## config.mk

```make
export PLATFORM = sky130hd
export DESIGN_NAME = ttc_trigger_info_unpacker
export DESIGN_NICKNAME = d
export VERILOG_FILES = /design/src/rtl/trig_info_pkg.sv /design/src/rtl/sat_counter.sv /design/src/rtl/ttc_trigger_info_unpacker.sv
export SDC_FILE = /design/constraint.sdc
export NUM_CORES = 1
export LEC_CHECK = 0
export CAP_MARGIN = 20
export CORE_MARGIN = 2
export CORE_UTILIZATION = 45
export CTS_CLUSTER_SIZE = 20
export DETAILED_ROUTE_END_ITERATION = 8
export DONT_BUFFER_PORTS = 1
export SYNTH_ARGS = -nofsm -noshare
export SYNTH_HDL_FRONTEND = slang
export SYNTH_SLANG_ARGS = --single-unit
```

## constraint.sdc

```tcl
create_clock -name clk -period 3 [get_ports clk]
set_input_delay 0.3 -clock clk [delete_from_list [all_inputs] [get_ports clk]]
set_output_delay 0.3 -clock clk [all_outputs]
set_load 0.01 [all_outputs]
```

## src/rtl/trig_info_pkg.sv

```systemverilog
// Field layout of the 128-bit TTC trigger-information word, beat-0 layout and
// unpacker state encoding, shared by the trigger-info unpacker files.
package trig_info_pkg;

   localparam int unsigned WORD_W       = 128;
   localparam int unsigned BEAT_W       = 64;

   localparam int unsigned TS_LSB       = 0;
   localparam int unsigned TS_W         = 44;
   localparam int unsigned TRIG_NUM_LSB = 44;
   localparam int unsigned TRIG_NUM_W   = 24;
   localparam int unsigned EVT_CNT_LSB  = 68;
   localparam int unsigned EVT_CNT_W    = 24;
   localparam int unsigned TYPE_LSB     = 92;
   localparam int unsigned TYPE_W       = 5;
   localparam int unsigned EMPTY_BIT    = 97;
   localparam int unsigned RSVD_LSB     = 98;
   localparam int unsigned RSVD_W       = 30;

   // Only the non-reserved part of an accepted word needs to be held.
   localparam int unsigned KEEP_W       = RSVD_LSB;

   localparam int unsigned B0_EVT_CNT_LSB  = 0;
   localparam int unsigned B0_TRIG_NUM_LSB = 24;
   localparam int unsigned B0_PAD_LSB      = 48;
   localparam int unsigned B0_PAD_W        = 10;
   localparam int unsigned B0_TYPE_LSB     = 58;
   localparam int unsigned B0_EMPTY_BIT    = 63;

   typedef enum logic [2:0] {
      ST_IDLE  = 3'b001,
      ST_BEAT0 = 3'b010,
      ST_BEAT1 = 3'b100
   } unpack_state_t;

   typedef logic [KEEP_W-1:0] trig_word_t;

   function automatic logic [BEAT_W-1:0] pack_beat0(input trig_word_t w);
      logic [BEAT_W-1:0] b;
      b                                    = '0;
      b[B0_EVT_CNT_LSB  +: EVT_CNT_W]      = w[EVT_CNT_LSB  +: EVT_CNT_W];
      b[B0_TRIG_NUM_LSB +: TRIG_NUM_W]     = w[TRIG_NUM_LSB +: TRIG_NUM_W];
      b[B0_TYPE_LSB     +: TYPE_W]         = w[TYPE_LSB     +: TYPE_W];
      b[B0_EMPTY_BIT]                      = w[EMPTY_BIT];
      return b;
   endfunction

   function automatic logic [BEAT_W-1:0] pack_beat1(input trig_word_t w);
      logic [BEAT_W-1:0] b;
      b          = '0;
      b[TS_W-1:0] = w[TS_LSB +: TS_W];
      return b;
   endfunction

endpackage

```

## src/rtl/sat_counter.sv

```systemverilog
// Saturating up-counter with synchronous clear; holds at all-ones.
module sat_counter #(
   parameter int unsigned CNT_W = 32
) (
   input  logic             clk,
   input  logic             clr,
   input  logic             inc,
   output logic [CNT_W-1:0] count
);

   always_ff @(posedge clk) begin
      if (clr)
         count <= '0;
      else if (inc && (count != '1))
         count <= count + 1'b1;
   end

endmodule

```

## src/rtl/ttc_trigger_info_unpacker.sv

```systemverilog
// Drains 128-bit TTC trigger words, checks format and trigger-number sequence,
// and re-emits each event as two 64-bit beats. Option: TRIG_INFO_PASS_EMPTY_EN.
module ttc_trigger_info_unpacker
   import trig_info_pkg::*;
#(
   parameter int unsigned CNT_W = 32
) (
   input  logic              clk,
   input  logic              reset,
   input  logic              reset_trig_num,
   input  logic              s_valid,
   output logic              s_ready,
   input  logic [127:0]      s_data,
   output logic              m_valid,
   input  logic              m_ready,
   output logic [63:0]       m_data,
   output logic              m_last,
   output logic              seq_error,
   output logic [CNT_W-1:0]  seq_error_count,
   output logic [CNT_W-1:0]  format_error_count,
   output logic [CNT_W-1:0]  empty_event_count,
   output logic [CNT_W-1:0]  event_count
);

`ifdef TRIG_INFO_PASS_EMPTY_EN
   localparam bit PASS_EMPTY = 1'b1;
`else
   localparam bit PASS_EMPTY = 1'b0;
`endif

   unpack_state_t           state_q, state_d;
   trig_word_t              word_q;
   logic [TRIG_NUM_W-1:0]   expected_q;
   logic                    seq_error_q;

   logic                    load;
   logic                    fmt_inc, seq_inc, empty_inc, evt_inc;
   logic                    rsvd_nz;
   logic                    in_empty;
   logic [TRIG_NUM_W-1:0]   in_num;

   assign rsvd_nz  = |s_data[RSVD_LSB +: RSVD_W];
   assign in_empty = s_data[EMPTY_BIT];
   assign in_num   = s_data[TRIG_NUM_LSB +: TRIG_NUM_W];

   always_comb begin
      state_d   = state_q;
      s_ready   = 1'b0;
      m_valid   = 1'b0;
      m_last    = 1'b0;
      m_data    = '0;
      load      = 1'b0;
      fmt_inc   = 1'b0;
      seq_inc   = 1'b0;
      empty_inc = 1'b0;
      evt_inc   = 1'b0;
      unique case (state_q)
         ST_IDLE: begin
            s_ready = !reset;
            if (s_valid && !reset) begin
               if (rsvd_nz) begin
                  fmt_inc = 1'b1;
               end else begin
                  load      = 1'b1;
                  // A trigger-number reset in the same cycle overrides the check.
                  seq_inc   = !reset_trig_num && (in_num != expected_q);
                  empty_inc = in_empty;
                  if (PASS_EMPTY || !in_empty)
                     state_d = ST_BEAT0;
               end
            end
         end
         ST_BEAT0: begin
            m_valid = 1'b1;
            m_data  = pack_beat0(word_q);
            if (m_ready)
               state_d = ST_BEAT1;
         end
         ST_BEAT1: begin
            m_valid = 1'b1;
            m_last  = 1'b1;
            m_data  = pack_beat1(word_q);
            if (m_ready) begin
               evt_inc = 1'b1;
               state_d = ST_IDLE;
            end
         end
         default: state_d = ST_IDLE;
      endcase
   end

   always_ff @(posedge clk) begin
      if (reset) begin
         state_q     <= ST_IDLE;
         word_q      <= '0;
         expected_q  <= TRIG_NUM_W'(1);
         seq_error_q <= 1'b0;
      end else begin
         state_q <= state_d;
         if (load)
            word_q <= s_data[KEEP_W-1:0];
         if (seq_inc)
            seq_error_q <= 1'b1;
         // Resync on every good word; 24-bit add wraps FFFFFF -> 0.
         if (reset_trig_num)
            expected_q <= TRIG_NUM_W'(1);
         else if (load)
            expected_q <= in_num + 1'b1;
      end
   end

   assign seq_error = seq_error_q;

   sat_counter #(.CNT_W(CNT_W)) u_seq_cnt (
      .clk   (clk),
      .clr   (reset),
      .inc   (seq_inc),
      .count (seq_error_count)
   );

   sat_counter #(.CNT_W(CNT_W)) u_fmt_cnt (
      .clk   (clk),
      .clr   (reset),
      .inc   (fmt_inc),
      .count (format_error_count)
   );

   sat_counter #(.CNT_W(CNT_W)) u_empty_cnt (
      .clk   (clk),
      .clr   (reset),
      .inc   (empty_inc),
      .count (empty_event_count)
   );

   sat_counter #(.CNT_W(CNT_W)) u_evt_cnt (
      .clk   (clk),
      .clr   (reset),
      .inc   (evt_inc),
      .count (event_count)
   );

endmodule
```

# --- Word-level counts from Yosys, hierarchy flattened ---
# Cells that the tools add are included.
word_totals:
  register_bits: 254
  out_inout_bits: 196
  word_cells: 62
op_classes:
  n_addsub: 5
  n_eq_ne: 13
  muxes: 24
  reduce_logical: 12
op_table:
  columns: ["cell", "n"]
  rows:
  - ["32-bit by 1-bit adder with 32-bit output, second input constant", 4]
  - ["32-bit != test, second input constant", 4]
  - ["64-bit one-hot mux with 2 select lines", 1]
  - ["30-bit OR reduction", 1]
  - ["24-bit by 1-bit adder with 24-bit output, second input constant", 1]
  - ["24-bit != test", 1]
  - ["1-bit 2-to-1 mux", 17]
  - ["3-bit 2-to-1 mux", 5]
  - ["2-bit != test, second input constant", 5]
  - ["3-bit one-hot mux with 3 select lines", 1]
  - ["1-bit logical AND", 6]
  - ["5-bit AND reduction", 1]
  - ["2-bit OR reduction", 2]
  - ["3-bit by 1-bit equality test with 1-bit output, second input constant", 1]
  - ["3-bit by 2-bit equality test with 1-bit output, second input constant", 1]
  - ["3-bit equality test, second input constant", 1]
  - ["1-bit zero test", 2]

# --- Logic depth before layout (Yosys ltp) ---
# Gate-level depths: netlist of the first run.
depth:
  ltp_word: 6
  ltp_mapped: 10
  mapped_depth_nobuf: 7

# --- Hierarchy ---
# Synthesis of the first run repeated with hierarchy kept, for this count alone.
hier_totals:
  cells_unflattened: 1518
  hier_area_um2: 12365.6
modules_own_cells:
  columns: ["module", "instances", "cells_per_inst", "area_each_um2", "seq_area_each_um2"]
  rows:
  - ["sat_counter", 4, 199, 1674.1, 640.6]
  - ["ttc_trigger_info_unpacker", 1, 722, 5669.2, 2522.4]

# --- Worst setup path after synthesis of the first run ---
# No wires, ideal clock.
synth_path:
  kind: "in2reg"
  from: "input reset"
  to: "register u_empty_cnt.count[27]"
  setup_ns: 0.123
  t_arrival_ns: 2.416
  required_ns: 2.877
  setup_slack_ns: 0.461
  stages: 8
  path_buffers: 2
  path_cell_list: "buf_6 > nand4bb_1 > or2_4 > or4_4 > buf_6 > nor4b_4 > nand4_1 > mux2_1"
synth_via:
  elab_chain_cells: 5
synth_rtl:
  columns: ["item", "line_no", "source"]
  rows:
  - ["from (decl)", "ttc_trigger_info_unpacker.sv:9", "input logic reset,"]
  - ["1-bit zero test", "ttc_trigger_info_unpacker.sv:60", "if (s_valid && !reset) begin"]
  - ["1-bit logical AND", "ttc_trigger_info_unpacker.sv:60", null]
  - ["1-bit 2-to-1 mux", "ttc_trigger_info_unpacker.sv:60", null]
  - ["1-bit 2-to-1 mux", "ttc_trigger_info_unpacker.sv:57", "unique case (state_q)"]
  - ["1-bit logical AND", "sat_counter.sv:14", "else if (inc && (count != '1))"]
  - ["to (signal assigned)", "sat_counter.sv:15", "count <= count + 1'b1;"]
  - ["to (decl)", "sat_counter.sv:8", "output logic [CNT_W-1:0] count"]
# Parallel ways exist; a longest one is shown, timed or not.
# A chain may end at the register's enable or synchronous reset.

# --- Worst setup path in the final report of the first run ---
layout_path:
  from: "register state_q[0]"
  to: "register word_q[28]"
layout_via:
  elab_chain_cells: 2
layout_rtl:
  columns: ["item", "line_no", "source"]
  rows:
  - ["from (decl)", "ttc_trigger_info_unpacker.sv:31", "unpack_state_t state_q, state_d;"]
  - ["from (signal assigned)", "ttc_trigger_info_unpacker.sv:99", "state_q <= state_d;"]
  - ["3-bit by 1-bit equality test with 1-bit output", "ttc_trigger_info_unpacker.sv:57", null]
  - ["1-bit 2-to-1 mux", "ttc_trigger_info_unpacker.sv:57", null]
  - ["to (signal assigned)", "ttc_trigger_info_unpacker.sv:101", "word_q <= s_data[KEEP_W-1:0];"]
  - ["to (decl)", "ttc_trigger_info_unpacker.sv:32", "trig_word_t word_q;"]
# Every way passes these cells.

==> reports/qor.yml, run 1 <==
status: "finished clean"
p_int_mw: 5.664
grt_pass1_vias: 10740
cts_tree: "done"
comb_power_share: 0.031
setup_viol: 0
overflow: 0
fin_skew_ps: 12.76
synth_area_leaders: "dfxtp_1, nand2_1, a21oi_1"
cp-start-kind: "flip-flop"
cp.required_ps: 3410
r2r-end: "word_q[28]$_SDFFE_PP0P_"
timing.final.crit_share: 0.9233
ctsHtreeMaxLevel: 1
power_density_mw_per_mm2: 486.0
seq_power_share: 0.467
multi_input_area_sq_mm: 0.006539
drv_cap: 0
critPathCaptureType: "flip-flop"
hold_depth: 3
cpMaxStageDelayCell: "dlygate4sd3_1"
cts_buffer_depth: 3
synth_seq_cells: 254
port_buffers: 0
drtIter0Drc: 789
drv_slew: 0
clkPwrFrac: 0.502
reg2reg_from: "state_q[0]$_SDFFE_PP1P_"
setup_slack_ps: 230.1
areaGrowthSynthToFinish_pct: 23.57
hold_violations: 0
drc: 0
grt_antenna_before_repair: 0
fp.dieH_um: 167.6
die_area_sq_mm: 0.02809
diodes: 0
final_layout_size_suffix_gt1_frac: 0.06622
cts.clk_slew.worst_paths_ps: 60
wl_per_cell_um: 18.13
synth_cell_type_count: 55
yosys.area.top_type: "dfxtp_1"
yosys_warnings: 0
viasPerCell: 5.695
postCtsSetupRepairBufs: 0
synthFlopType: "dfxtp_1"
p_leak_nw: 5.131
crit_arrival_ps: 3180
post-dp-hpwl_um: 22100
power_switching_mw: 1.569
core_area_sq_mm: 0.02621
start_util: 0.4596
crit_chain: "nand4bb_1 > or2_4 > or3_4 > buf_4 > nand2_1 > a21oi_1 > dlygate4sd3_1"
final_area_sq_mm: 0.01488
die_x_um: 167.6
slew_headroom: 0.2765
final-seq-area_sq_mm: 0.005085
row_count: 59
grt_pass1_wl_um: 56670
vias: 11200
clkLatencyLatePin_ps: 540
synth-edff-count: 0
seq_area_frac_synth: 0.4222
fmax_ghz: 0.3610
rsz0062_at_grt: "no"
final_common_cell: "nand2_1"
fin_crit_ps: 2770
worstRegToRegCells: 7
drt_pre_antenna_iters: 5
worstMarginPinSlew_ps: 1085
track_usage: 0.2427
cts-root-buf: "clkbuf_16"
synthArstFlopShare: 0
syn_area_sq_mm: 0.01204
ir_worst_vdd_uv: 379.2
crit_fanout: 99
worstHoldStart: "s_data[55]"
cts_buffers: 29
io_pins: 329
gp_congestion: 0.8348
crit_type: "flip-flop to flip-flop"
postRouteAntennaNets: 0
slowest_delay_ps: 590
place_area_sq_mm: 0.01228
hold_path_class: "input port to flip-flop"
min_to: "expected_q[12]$_SDFFE_PP0P_"
total_power_mw: 7.233
swShare: 0.2169
rrSetupSlack_ps: 230
layout_common_cells: "nand2_1, dfxtp_1, dlygate4sd3_1, a21oi_1, nor2_1"
dpl_worst_slack_ps: 471.2
wl_um: 35640
synth_cells: 1497
timing.setup.tns_ps: 0
synth_top_area_share: 0.4222
cts.sinks: 254
final_nets: 1748
syn_avg_cell_area_sq_um: 8.045
fill_cells: 2429
grt_max_degree: 158
-- sequential cells by signal, summed over array words and instances, names as in the netlist --
signal and count:
u_seq_cnt.count 32, u_evt_cnt.count 32, seq_error 1, expected_q 24, u_empty_cnt.count 32, u_fmt_cnt.count 32
word_q 98, state_q 3
-- worst max-delay path, delay by kind of cell (launching register included) --
kind,cells,cell delay [ps]
simple gates,4,1050
buf+inv,2,950
flops,1,480
compound gates,1,80
-- cell families (layout without fill, tap and decap cells) --
group,after synthesis,count (layout),share of synthesized area
muxes,18,18,0.01652
DFF,254,254,0.4222
other,1,10,0.0003114
buffers and inverters,124,249,0.04301
and+or+nand+nor,725,725,0.2984
adders and majority gates,5,5,0.005194
AOI/OAI and AO/OA,256,256,0.1315
xor gates and xnor gates,114,114,0.08290
-- how the worst max path moves through the flow --
| stage | startpoint | to | slack (ps) | cells after the start |
|---|---|---|---|---|
| global placement | state_q[0]$_SDFFE_PP1P_ | u_seq_cnt.count[29]$_SDFFE_PP0P_ | 500 | 7 |
| floorplan | reset | u_empty_cnt.count[27]$_SDFFE_PP0P_ | 460 | 8 |
| global route | u_seq_cnt.count[10]$_SDFFE_PP0P_ | u_seq_cnt.count[5]$_SDFFE_PP0P_ | 50 | 8 |
| detailed placement | state_q[0]$_SDFFE_PP1P_ | u_empty_cnt.count[30]$_SDFFE_PP0P_ | 470 | 7 |
| CTS | state_q[0]$_SDFFE_PP1P_ | u_seq_cnt.count[5]$_SDFFE_PP0P_ | 120 | 8 |
| finish | state_q[0]$_SDFFE_PP1P_ | word_q[28]$_SDFFE_PP0P_ | 230 | 7 |
-- layout make-up --
cell class | count | area share
Tap cell | 335 | 0.02816
Multi-Input combinational cell | 1128 | 0.4393
Clock buffer | 35 | 0.05431
Inverter | 14 | 0.003531
Clock inverter | 17 | 0.01227
Sequential cell | 254 | 0.3417
Timing Repair Buffer | 183 | 0.1207
-- stage by stage --
step | hold WS (ps) | util | instances
global route | 18.28 | 0.5679 | 1966
detailed placement | 391.2 | 0.4687 | 1757
CTS | 2.265 | 0.5672 | 1966
floorplan | 431.7 | - | 1506
finish | 22.83 | 0.5679 | 1966
global placement | 389.5 | 0.4687 | 1757
-- layer usage --
| layer | track usage | wire (um) | vias up |
|---|---|---|---|
| met5 | 0 | 0 | - |
| met3 | 0.06972 | 2720 | 89 |
| li1 | - | - | 5456 |
| met4 | 0.07864 | 1178 | 0 |
| met1 | 0.3011 | 15060 | 5281 |
| met2 | 0.4072 | 16680 | 370 |
-- power by group through the flow --
stage | combinational (mW) | sequential (mW) | clock [mW]
floorplan | 0.122 | 3.45 | 0
global placement | 0.0728 | 3.45 | 0
detailed placement | 0.0736 | 3.45 | 0
CTS | 0.227 | 3.38 | 3.71
global route | 0.245 | 3.38 | 3.86
finish | 0.227 | 3.38 | 3.63
-- cells in the mapped netlist, drive strengths merged, types with 22 or more instances --
cell    number
or3         23
and2        22
nand4       50
xnor2       54
a22o        44
a21oi      136
xor2        60
nand2      256
o21ai       29
nand3       62
clkbuf      96
nor4        37
and3        22
dfxtp      254
nor2       130
nor3        34
and4        22
-- what timing repair did --
item                                    CTS  global route
endpoints found under the hold margin   239             0
endpoints found under the setup margin    0             2
gates resized for setup                   0             4
hold buffers                            157             0
Note: power is estimated with default switching activity, not from simulation.
==> run 2: changes to the inputs <==
- SETUP_SLACK_MARGIN: default -> 0.5
==> reports/qor.yml, run 2 (synthesis gave the netlist of run 1 again) <==
grt_pass1_vias: 10140  # was 10,740
cts.sinks: 254  # unchanged
crit_arrival_ps: 2900  # was 3180 ps
use_met2: 0.3702  # was 0.4072
final_common_cell: "nand2_1"  # unchanged
slew_headroom: 0.2727  # was 0.2765
cts_buffers: 29  # unchanged
grt_pass1_wl_um: 53810  # was 56,670 um
crit_fanout: 5  # was 99
setup_viol: 0  # unchanged
vias: 11140  # was 11,200
top_register: "word_q"  # unchanged
die_x_um: 167.6  # unchanged
postRouteAntennaNets: 0  # unchanged
cpMaxStageDelayCell: "or4_4"  # was dlygate4sd3_1
ctsHtreeMaxLevel: 1  # unchanged
ir_worst_vdd_uv: 341.2  # was 379.2 uV
critPathCaptureType: "flip-flop"  # unchanged
reg2reg_from: "state_q[1]$_SDFFE_PP0P_"  # was state_q[0]$_SDFFE_PP1P_
drc: 0  # unchanged
holdWs_ps: -176.9  # was 22.83 ps
gp_congestion: 0.8245  # was 0.8348
r2r-end: "u_empty_cnt.count[27]$_SDFFE_PP0P_"  # was word_q[28]$_SDFFE_PP0P_
cts-root-buf: "clkbuf_16"  # unchanged
drt_pre_antenna_iters: 5  # unchanged
post-route-util: 0.5607  # was 0.5679
port_buffers: 0  # unchanged
hold_path_class: "input port to flip-flop"  # unchanged
rsz0062_at_grt: "yes"  # was no
p_leak_nw: 4.936  # was 5.131 nW
core_area_sq_mm: 0.02621  # unchanged
grt_antenna_before_repair: 0  # unchanged
crit_cells: 6  # was 7
cp-start-kind: "flip-flop"  # unchanged
worstMarginPinSlew_ps: 1091  # was 1085 ps
timing.setup.tns_ps: 0  # unchanged
slowest_delay_ps: 620  # was 590 ps
status: "finished, violations left"  # was finished clean
cts.clk_slew.worst_paths_ps: 60  # about the same
cp_top_family: "simple AND/OR/NAND/NOR gates"  # unchanged
viasPerCell: 5.723  # was 5.695
fin_crit_ps: 2466  # was 2770 ps
grtUsageMet3: 0.07185  # was 0.06972
crit_chain: "nand4bb_4 > or2_4 > or4_4 > nor4b_4 > nand4_1 > mux2_4"  # was nand4bb_1 > or2_4 > or3_4 > buf_4 > nand2_1 > a21oi_1 > dlygate4sd3_1
io_pins: 329  # unchanged
wl_um: 35450  # was 35,640 um
cts_buffer_depth: 3  # unchanged
track_usage: 0.2306  # was 0.2427
grt_busiest_layer: "met2"  # unchanged
cp.required_ps: 3430  # was 3410 ps
fmax_ghz: 0.4056  # was 0.3610 GHz
final_layout_size_suffix_gt1_frac: 0.08876  # was 0.06622
total_power_mw: 7.154  # was 7.233 mW
timing.final.crit_share: 0.8219  # was 0.9233
diodes: 0  # unchanged
grtUsageMet1: 0.2960  # was 0.3011
hold_violations: 72  # was 0
fin_skew_ps: 14.59  # was 12.76 ps
fp.dieH_um: 167.6  # unchanged
cts_tree: "done"  # unchanged
worstRegToRegCells: 6  # was 7
power_density_mw_per_mm2: 486.8  # was 486.0 mW/mm^2
overflow: 0  # unchanged
post-dp-hpwl_um: 22090  # was 22,100 um
wl_per_cell_um: 18.22  # was 18.13 um
drv_cap: 0  # unchanged
die_area_sq_mm: 0.02809  # unchanged
path_buf_inv: 0  # was 2
drtIter0Drc: 716  # was 789
start_util: 0.4596  # unchanged
largest_reg_flops: 98  # unchanged
grt_max_degree: 254  # was 158
endpoint: "u_empty_cnt.count[27]$_SDFFE_PP0P_"  # was word_q[28]$_SDFFE_PP0P_
cp-startpoint: "state_q[1]$_SDFFE_PP0P_"  # was state_q[0]$_SDFFE_PP1P_
row_count: 59  # unchanged
violations: "negative hold slack"
clkLatencyLatePin_ps: 550  # was 540 ps
drv_slew: 0  # unchanged
final_nets: 1726  # was 1,748
areaGrowthSynthToFinish_pct: 22.00  # was 23.57%
rrSetupSlack_ps: 530  # was 230 ps
crit_type: "flip-flop to flip-flop"  # unchanged
layout_common_cells: "nand2_1, dfxtp_1, a21oi_1, nor2_1, dlygate4sd3_1"  # was nand2_1, dfxtp_1, dlygate4sd3_1, a21oi_1, nor2_1
-- run 2: layer usage --
layer	part of all wire	up-vias
li1	-	5428
met1	0.42	5251
met2	0.46	384
met3	0.091	74
met4	0.028	0
met5	0	-
-- run 2: worst register-to-register path: stages, from the launching register on --
cell and delay [ps]:
dfxtp_2 320, nand4bb_4 190, or2_4 290, or4_4 620, nor4b_4 430, nand4_1 180
mux2_4 320
-- run 2: area by class of cell --
| cell class | count | area (sq um) |
|---|---|---|
| clock buffers | 42 | 854.6 |
| clock inverters | 12 | 118.9 |
| fillers | 2415 | 11510 |
| inverters | 14 | 52.55 |
| multi-input cells | 1129 | 6610 |
| flip-flops and latches | 254 | 5104 |
| well taps | 335 | 419.2 |
| repair buffers | 160 | 1535 |
-- run 2: where the power goes --
group / switching, mW / total [mW] / internal [mW]
Combinational: 0.0786 / 0.196 / 0.117
Sequential: 0.00308 / 3.38 / 3.37
Clock: 1.44 / 3.58 / 2.14
Total: 1.52 / 7.15 / 5.63
-- run 2: worst min path at each step --
stage,start,to,slack [ps],cells after the start
final,reset,u_fmt_cnt.count[4]$_SDFFE_PP0P_,-180,1
after global routing,reset,u_fmt_cnt.count[12]$_SDFFE_PP0P_,-190,1
after CTS,reset,word_q[64]$_SDFFE_PP0P_,-190,1
after detailed placement,reset,u_fmt_cnt.count[15]$_SDFFE_PP0P_,390,1
after global placement,reset,u_fmt_cnt.count[1]$_SDFFE_PP0P_,390,1
after floorplan,word_q[64]$_SDFFE_PP0P_,word_q[64]$_SDFFE_PP0P_,430,2
-- run 2: through the flow --
stage | setup WS (ps) | area (sq um) | instances | hold WS, ps
after floorplan | 515.7 | 12080 | 1506 | 431.7
after global placement | 366.4 | 12320 | 1762 | 387.5
after detailed placement | 303.2 | 12320 | 1762 | 391.0
after CTS | 516.4 | 14180 | 1903 | -191.1
after global routing | 390.5 | 14690 | 1946 | -188.8
final | 534.4 | 14690 | 1946 | -176.9
-- run 2: timing repair --
action                                 CTS  global route
hold buffers                            87            36
setup endpoints to repair                7            50
gates resized for setup                  3            34
buffers inserted                         0             6
pin swaps                                0             5
endpoints found under the hold margin  236           184
cloned                                   0             1
==> run 3: changes to the inputs <==
- clock period: 3 -> 2.28 ns (I/O delays scaled with it)
==> reports/qor.yml, run 3 (synthesis gave the netlist of run 1 again) <==
status: "finished, violations left"  # unchanged
violations: "negative hold slack, negative setup slack"  # was negative hold slack
cts_tree: "done"  # unchanged
crit_type: "flip-flop to flip-flop"  # unchanged
seq_power_share: 0.476  # was 0.472
dpl_worst_slack_ps: -126.5  # was 303.2 ps
row_count: 59  # unchanged
power_switching_mw: 2.025  # was 1.520 mW
fin_crit_ps: 2364  # was 2466 ps
largest_reg_flops: 98  # unchanged
drv_cap: 0  # unchanged
ir_worst_vdd_uv: 669.6  # was 341.2 uV
hold_violations: 88  # was 72
overflow: 0  # unchanged
die_x_um: 167.6  # unchanged
track_usage: 0.2749  # was 0.2306
clkPwrFrac: 0.491  # was 0.501
place_inst: 1863  # was 1,762
final_nets: 1896  # was 1,726
fin_skew_ps: 12.93  # was 14.59 ps
grt_max_degree: 254  # unchanged
port_buffers: 0  # unchanged
start_util: 0.4596  # unchanged
fp.dieH_um: 167.6  # unchanged
viasPerCell: 5.870  # was 5.723
postRouteAntennaNets: 0  # unchanged
swShare: 0.2177  # was 0.2125
drc: 0  # unchanged
grt_pass1_wl_um: 63090  # was 53,810 um
grt_antenna_before_repair: 2  # was 0
grt_pass1_vias: 11670  # was 10,140
wl_per_cell_um: 21.23  # was 18.22 um
vias: 12410  # was 11,140
drv_slew: 0  # unchanged
io_pins: 329  # unchanged
crit_arrival_ps: 2790  # was 2900 ps
cp-start-kind: "flip-flop"  # unchanged
layout_common_cells: "nand2_1, dfxtp_1, buf_4, nor2_1, a21oi_1"  # was nand2_1, dfxtp_1, a21oi_1, nor2_1, dlygate4sd3_1
total_power_mw: 9.301  # was 7.154 mW
setup_slack_ps: -84.22  # was 534.4 ps
areaGrowthSynthToFinish_pct: 51.77  # was 22.00%
place_area_sq_mm: 0.01361  # was 0.01232 sq mm
crit_fanout: 5  # unchanged
cts.clk_slew.worst_paths_ps: 60  # about the same
ctsHtreeMaxLevel: 1  # unchanged
final_common_cell: "nand2_1"  # unchanged
final_layout_size_suffix_gt1_frac: 0.3028  # was 0.08876
final_area_sq_mm: 0.01828  # was 0.01469 sq mm
rrSetupSlack_ps: -80  # was 530 ps
fmax_ghz: 0.4230  # was 0.4056 GHz
timing.final.crit_share: 1.037  # was 0.8219
holdWs_ps: -249.5  # was -176.9 ps
drtIter0Drc: 1052  # was 716
gp_congestion: 0.8325  # was 0.8245
cts-root-buf: "clkbuf_16"  # unchanged
finalNonFillerCells: 2114  # was 1,946
die_area_sq_mm: 0.02809  # unchanged
top_register: "word_q"  # unchanged
cts_buffer_depth: 3  # unchanged
p_leak_nw: 6.580  # was 4.936 nW
cts_buffers: 29  # unchanged
rsz0062_at_grt: "yes"  # unchanged
power_density_mw_per_mm2: 508.9  # was 486.8 mW/mm^2
comb_power_share: 0.032  # was 0.027
post-dp-hpwl_um: 23800  # was 22,090 um
hold_path_class: "input port to flip-flop"  # unchanged
wl_um: 44880  # was 35,450 um
core_area_sq_mm: 0.02621  # unchanged
slew_headroom: 0.5965  # was 0.2727
critPathCaptureType: "flip-flop"  # unchanged
setup_viol: 13  # was 0
cp.required_ps: 2710  # was 3430 ps
p_int_mw: 7.277  # was 5.634 mW
worstMarginPinSlew_ps: 605.3  # was 1091 ps
drt_pre_antenna_iters: 5  # unchanged
clkLatencyLatePin_ps: 550  # about the same
cts.sinks: 254  # unchanged
## run 3: metrics by stage
stage,TNS (ps),utilization
after global placement,-550.4,0.5193
after floorplan,-352.8,-
after detailed placement,-848.7,0.5193
after global routing,-1447,0.6975
after CTS,-22.44,0.6525
final,-431.8,0.6975
## run 3: power groups by stage
stage | Clock [mW] | Sequential (mW) | Combinational [mW]
after CTS | 4.61 | 4.43 | 0.272
final | 4.57 | 4.43 | 0.302
after floorplan | 0 | 4.53 | 0.167
after detailed placement | 0 | 4.53 | 0.108
after global placement | 0 | 4.53 | 0.107
after global routing | 4.80 | 4.43 | 0.320
## run 3: repair_timing
item | CTS | global route
setup endpoints to repair | 286 | 308
pin swaps | 92 | 62
endpoints found under the hold margin | 254 | 212
cloned | 16 | 21
gates resized for setup | 157 | 125
hold buffers | 110 | 4
buffers inserted | 27 | 21
## run 3: cell type report
type | instances | area [sq um]
antenna | 2 | 5.005
multi-input combinational | 1128 | 7936
inverter | 14 | 52.55
sequential | 254 | 5170
timing repair buffer | 331 | 3771
tap | 335 | 419.2
clock inverter | 5 | 27.53
clock buffer | 45 | 897.1
fill | 2000 | 7928
## run 3: worst paths after layout
path,cells after the start,from,endpoint
hold / removal,1,reset,u_fmt_cnt.count[23]$_SDFFE_PP0P_
setup reg to reg,6,state_q[1]$_SDFFE_PP0P_,u_empty_cnt.count[27]$_SDFFE_PP0P_
hold reg to reg,2,word_q[96]$_SDFFE_PP0P_,word_q[96]$_SDFFE_PP0P_
setup / recovery,6,state_q[1]$_SDFFE_PP0P_,u_empty_cnt.count[27]$_SDFFE_PP0P_
## run 3: routing by layer
| metal | GRT usage | vias to the layer above | wire length, um |
|---|---|---|---|
| li1 | - | 5796 | - |
| met1 | 0.3547 | 5936 | 18540 |
| met2 | 0.4494 | 550 | 20470 |
| met3 | 0.07351 | 127 | 4320 |
| met4 | 0.08771 | 0 | 1548 |
| met5 | 0 | - | 0 |
## run 3: critical path, cell delays in order (launching register included)
cell and delay [ps]:
dfxtp_2 310, nand4bb_4 210, or2_4 250, or4_4 590, nor4b_4 390, nand4_1 180, mux2_4 320
